==> src/rtl/seq_code_puncturer.sv <==
// seq_code_puncturer
// Rate-matching stage after the convolutional encoder. Deletes parity bits
// according to the code rate (1/2, 3/4, 7/8), repacks the surviving bit
// stream into 2-bit symbols, tracks frame boundaries and pads the final odd
// bit of a frame with a zero in a dedicated flush cycle.

module seq_code_puncturer (
    input  logic       clk,
    input  logic       reset_n,
    input  logic [1:0] i_code_rate,
    input  logic       i_vld,
    input  logic [1:0] i_data,
    input  logic       i_sof,
    input  logic       i_eof,
    output logic       o_vld,
    output logic [1:0] o_data,
    output logic       o_sof,
    output logic       o_eof,
    output logic       o_err
);

    typedef enum logic {
        ST_RUN   = 1'b0,
        ST_FLUSH = 1'b1
    } state_t;

    state_t     state;

    // Rate held as K-1 (0, 2 or 6) so the keep test is a single compare.
    logic [2:0] rate_km1;
    logic [2:0] ph;

    // One-bit leftover buffer between pairs.
    logic       hold_v;
    logic       hold_b;

    // An i_sof pair was seen but has not yet produced a symbol.
    logic       sof_pend;

    // Per-pair combinational results.
    logic [2:0] pair_ph;
    logic       keep;
    logic       eff_hold;
    logic       sof_err;
    logic       emit;
    logic [1:0] emit_sym;
    logic       nxt_hold_v;
    logic       nxt_hold_b;
    logic [2:0] nxt_ph;
    logic [2:0] rate_km1_dec;

    // Decode the code-rate input into K-1; code 3 aliases rate 1/2.
    always_comb begin
        rate_km1_dec = 3'd0;
        case (i_code_rate)
            2'd1:    rate_km1_dec = 3'd2;
            2'd2:    rate_km1_dec = 3'd6;
            default: rate_km1_dec = 3'd0;
        endcase
    end

    // Work out how the incoming pair merges with the leftover bit.
    always_comb begin
        // NOTE: every signal gets a default first so no path leaves one
        // unassigned, which would otherwise infer a latch.
        pair_ph    = ph;
        keep       = 1'b0;
        eff_hold   = 1'b0;
        sof_err    = 1'b0;
        emit       = 1'b0;
        emit_sym   = 2'b00;
        nxt_hold_v = hold_v;
        nxt_hold_b = hold_b;
        nxt_ph     = ph;

        // A start-of-frame pair always restarts the puncturing pattern.
        if (i_sof) begin
            pair_ph = 3'd0;
        end

        keep   = (pair_ph == rate_km1);
        nxt_ph = keep ? 3'd0 : pair_ph + 3'd1;

        // A leftover bit from before an i_sof belongs to a broken frame.
        sof_err  = i_sof && hold_v;
        eff_hold = hold_v && !i_sof;

        emit = eff_hold || keep;

        if (eff_hold) begin
            // Leftover + systematic form the symbol; a kept parity waits.
            emit_sym   = {hold_b, i_data[1]};
            nxt_hold_v = keep;
            nxt_hold_b = i_data[0];
        end else if (keep) begin
            // Systematic + kept parity form the symbol directly.
            emit_sym   = i_data;
            nxt_hold_v = 1'b0;
            nxt_hold_b = 1'b0;
        end else begin
            // Lone systematic bit becomes the leftover.
            emit_sym   = 2'b00;
            nxt_hold_v = 1'b1;
            nxt_hold_b = i_data[1];
        end
    end

    // Frame FSM, bit buffer, phase counter and registered outputs.
    always_ff @(posedge clk) begin
        // NOTE: sequential state uses non-blocking assignments only, so
        // every register samples the values from before this clock edge.
        if (!reset_n) begin
            state    <= ST_RUN;
            rate_km1 <= rate_km1_dec;
            ph       <= 3'd0;
            hold_v   <= 1'b0;
            hold_b   <= 1'b0;
            sof_pend <= 1'b0;
            o_vld    <= 1'b0;
            o_data   <= 2'b00;
            o_sof    <= 1'b0;
            o_eof    <= 1'b0;
            o_err    <= 1'b0;
        end else begin
            o_vld  <= 1'b0;
            o_data <= 2'b00;
            o_sof  <= 1'b0;
            o_eof  <= 1'b0;
            o_err  <= 1'b0;

            case (state)
                ST_RUN: begin
                    if (i_vld) begin
                        o_err    <= sof_err;
                        o_vld    <= emit;
                        o_data   <= emit_sym;
                        o_sof    <= emit && (i_sof || sof_pend);
                        // The end marker waits for the pad if a bit is left.
                        o_eof    <= emit && i_eof && !nxt_hold_v;
                        hold_v   <= nxt_hold_v;
                        hold_b   <= nxt_hold_b;
                        ph       <= nxt_ph;
                        sof_pend <= emit ? 1'b0 : (i_sof || sof_pend);
                        if (i_eof && nxt_hold_v) begin
                            state <= ST_FLUSH;
                        end
                    end
                end

                ST_FLUSH: begin
                    // Pad the odd final bit with a zero and close the frame;
                    // any pair arriving now violates the frame gap.
                    o_vld    <= 1'b1;
                    o_data   <= {hold_b, 1'b0};
                    o_sof    <= sof_pend;
                    o_eof    <= 1'b1;
                    o_err    <= i_vld;
                    hold_v   <= 1'b0;
                    hold_b   <= 1'b0;
                    ph       <= 3'd0;
                    sof_pend <= 1'b0;
                    state    <= ST_RUN;
                end

                default: begin
                    state <= ST_RUN;
                end
            endcase
        end
    end

endmodule
==> config.mk <==
export PLATFORM = sky130hd
export DESIGN_NAME = seq_code_puncturer
export DESIGN_NICKNAME = d
export VERILOG_FILES = /design/src/rtl/seq_code_puncturer.sv
export SDC_FILE = /design/constraint.sdc
export NUM_CORES = 1
export LEC_CHECK = 0
export BUFFER_PORTS_ARGS = -buffer_cell sky130_fd_sc_hd__buf_2
export CORE_AREA = 2 2 41 43
export CTS_CLUSTER_DIAMETER = 80
export DETAILED_ROUTE_END_ITERATION = 8
export DIE_AREA = 0 0 43 45
export GPL_ROUTABILITY_DRIVEN = 0
export GPL_TIMING_DRIVEN = 0
export PLACE_DENSITY = 0.7
export SLEW_MARGIN = 20
export SYNTH_ARGS = -nofsm -noshare
export SYNTH_HDL_FRONTEND = slang
export SYNTH_SLANG_ARGS = --single-unit
==> constraint.sdc <==
create_clock -name clk -period 2.9 [get_ports clk]
set_input_delay 0.435 -clock clk [delete_from_list [all_inputs] [get_ports clk]]
set_output_delay 0.435 -clock clk [all_outputs]
set_load 0.01 [all_outputs]
==> results.ini <==
[run_status]
status = complete, no violations

[critical_path]
worstPathRequired_ns = 3.11
reg2reg_depth = 8
r2r_slack_ns = 0.90
worstSetupEndpointType = flop
crit_path_start_kind = flop
cp.arrival_ns = 2.21
critPathLaunch = rate_km1[1]$_DFFE_PN_
critPathMaxFanout = 5
crit_type = reg -> reg
reg2reg_from = rate_km1[1]$_DFFE_PN_
worstReg2RegEnd = o_eof$_SDFF_PN0_

[die]
die_area_sq_um = 1940
core-area_sq_um = 1470
io-pin-count = 15
start_util = 0.469
die_height_um = 45
die_w_um = 43
num_rows = 14

[synth]
synthesis.area_sq_um = 691
yosysTopAreaCellShare = 0.377
synthTopCellsByCount = 13 x dfxtp_1, 8 x inv_1, 7 x nor2_1
yosysWarnings = 0
yosysTopAreaCell = dfxtp_1
ys_ff_latch = 15
ys_types = 31
synth_area_leaders = dfxtp_1 38%, edfxtp_1 8.7%, ha_1 5.4%
syn_avg_cell_area_sq_um = 8.97
ys_seq_area_frac = 0.464
syn-num-nets = 89
synth_cells = 77
async_flop_share = 0
synth_top_flop_cell = dfxtp_1
synth_edf_count = 2
post-synth-top-count-cell = dfxtp_1

[finish]
postLayoutCoreUtil = 0.542
n_antenna_cell = 0
drive_above_1_share = 0.194
num-fill-cells = 143
finalNetCount = 106
syn_to_final_growth_pct = 15.4

[timing]
max-slew-margin-rel = 0.739
worst_pin_slew_ns = 0.388
finalCritPeriodShare = 0.689
finalSetupViolCount = 0
period_minus_slack_ns = 2.00
finalHoldViolCount = 0
finalSetupTns_ns = 0
fin_skew_ns = 0.0124
grt_setup_unrepaired = false
fmax_mhz = 500
drv_slew = 0

[clock_network]
worstSkewPairLatency_ns = 0.29
clkTransAtPathRegs_ns = 0.09
cts_setup_buffers = 0
clkSinkCount = 15
cts_buffer_depth = 2
root_buffer = clkbuf_4
postCtsHoldBufs = 0
htree_levels = 1
cts_resized = 0
cts_tree = yes
cts_buffers = 3

[power]
seqPwrFrac = 0.554
power_density_nw_per_um2 = 526
power_switching_mw = 0.115
clkPwrFrac = 0.286
p_int_mw = 0.304
cellLeakagePower_nw = 0.335
p_comb_frac = 0.160
peakVddDrop_mv = 0.369
switching_share = 0.274

[detailed_routing]
vias = 625
route.met3.wl_um = 98
viasPerCell = 5.73
routed_wl_um = 1400
drc_errors = 0
ant_nets = 0
wl_met1_um = 648
wl_met2_um = 625
drtPass1Iterations = 4
wl_per_cell_um = 12.9
highest_layer = met4
drt-initial-drc-count = 4

[global_routing]
gr-usage-all-layers = 0.167
grt_max_degree = 10
first_global_vias = 563
overflow = 0
grt_pass1_wl_um = 2330
antenna_found_initial = 0

[place]
portBuffers = 12
hpwl_um = 1030

[hold_path]
min_path_cells = 3
min_to = o_data[0]$_SDFF_PP0_
worstHoldPathType = in -> reg
worstHoldStart = i_data[1]

[job]
maxCapViolations = 0

-- cells in the final DEF, fill, tap and decap left out --
| master | netlist | layout |
|---|---|---|
| clkbuf_1 | 0 | 1 |
| ha_1 | 3 | 3 |
| clkbuf_4 | 0 | 3 |
| a32o_1 | 2 | 2 |
| xnor2_1 | 2 | 2 |
| edfxtp_1 | 2 | 2 |
| dfxtp_1 | 13 | 13 |
| o22ai_1 | 1 | 1 |
| o211a_1 | 1 | 1 |
| nor2_1 | 7 | 7 |
| o21ai_1 | 1 | 1 |
| buf_2 | 1 | 13 |
| nor2b_1 | 2 | 2 |
| o21ai_0 | 1 | 1 |
| nand3b_1 | 1 | 1 |
| nand2_1 | 3 | 3 |
| nand3_1 | 6 | 6 |
| buf_4 | 1 | 1 |
| a21oi_1 | 6 | 6 |
| or3_1 | 1 | 1 |
| a311oi_1 | 1 | 1 |
| inv_2 | 1 | 1 |
| o2111ai_1 | 1 | 1 |
| nor4_1 | 1 | 1 |
| nor4bb_1 | 1 | 1 |
| a211oi_1 | 1 | 1 |
| inv_1 | 8 | 8 |
| nor4b_1 | 1 | 1 |
| nor3_1 | 4 | 4 |
| nand2b_1 | 1 | 1 |
| a31oi_1 | 1 | 1 |
| o32ai_1 | 1 | 1 |
| o21bai_1 | 1 | 1 |
-- worst max-delay path by stage --
stage,to,slack (ns),depth (start not counted)
after floorplan,state$_SDFF_PP0_,1.12,7
after global placement,o_sof$_SDFF_PN0_,0.95,9
after detailed placement,o_eof$_SDFF_PN0_,0.91,9
after CTS,o_eof$_SDFF_PN0_,0.90,8
after global routing,o_sof$_SDFF_PN0_,0.70,8
final,o_eof$_SDFF_PN0_,0.90,8
-- state kept, by name, summed over array words and instances, names as in the netlist --
signal    flops
hold_v        1
o_vld         1
o_err         1
ph            3
state         1
o_data        2
o_eof         1
sof_pend      1
hold_b        1
o_sof         1
rate_km1      2
-- critical path: stages (launching register included) --
cell and delay (ns):
edfxtp_1 0.43, nor4_1 0.38, o21bai_1 0.15, o21ai_1 0.23, inv_2 0.11, ha_1 0.20, nor2_1 0.18, nand3_1 0.10
a21oi_1 0.15
-- per-stage QoR --
step	instance area (sq um)	worst slack [ns]	cells	hold slack, ns	power (mW)
CTS	797	0.901	109	0.401	0.420
global placement	771	0.951	105	0.477	0.301
global route	797	0.701	109	0.412	0.446
detailed placement	771	0.913	105	0.472	0.303
finish	797	0.901	109	0.394	0.419
floorplan	691	1.12	77	0.456	0.282
-- power by group through the flow --
stage               clock, mW  combinational [mW]  sequential [mW]
floorplan                   0              0.0448            0.237
finish                  0.120              0.0672            0.232
CTS                     0.121              0.0673            0.232
detailed placement          0              0.0662            0.237
global placement            0              0.0646            0.236
global route            0.137              0.0752            0.234
-- per-layer routing --
metal,vias up,GRT usage
li1,312,-
met1,287,0.207
met5,-,0
met3,4,0.0720
met2,22,0.255
met4,0,0.0727
-- area by class of cell --
class,count,area (sq um),share of cell area
Clock buffer,4,26.3,0.0330
Sequential cell,15,320,0.402
Buffer,2,12.5,0.0157
Timing Repair Buffer,12,60.1,0.0754
Tap cell,16,20.0,0.0251
Inverter,9,33.8,0.0424
Multi-Input combinational cell,51,324,0.407
-- cells by family after synthesis --
family                     synth area share
DFF                                   0.464
xor gates and xnor gates             0.0254
AOI/OAI and AO/OA                     0.179
and+or+nand+nor                       0.210
adders and majority gates            0.0544
buffers and inverters                0.0670
Power figures use the tool's default switching activity.
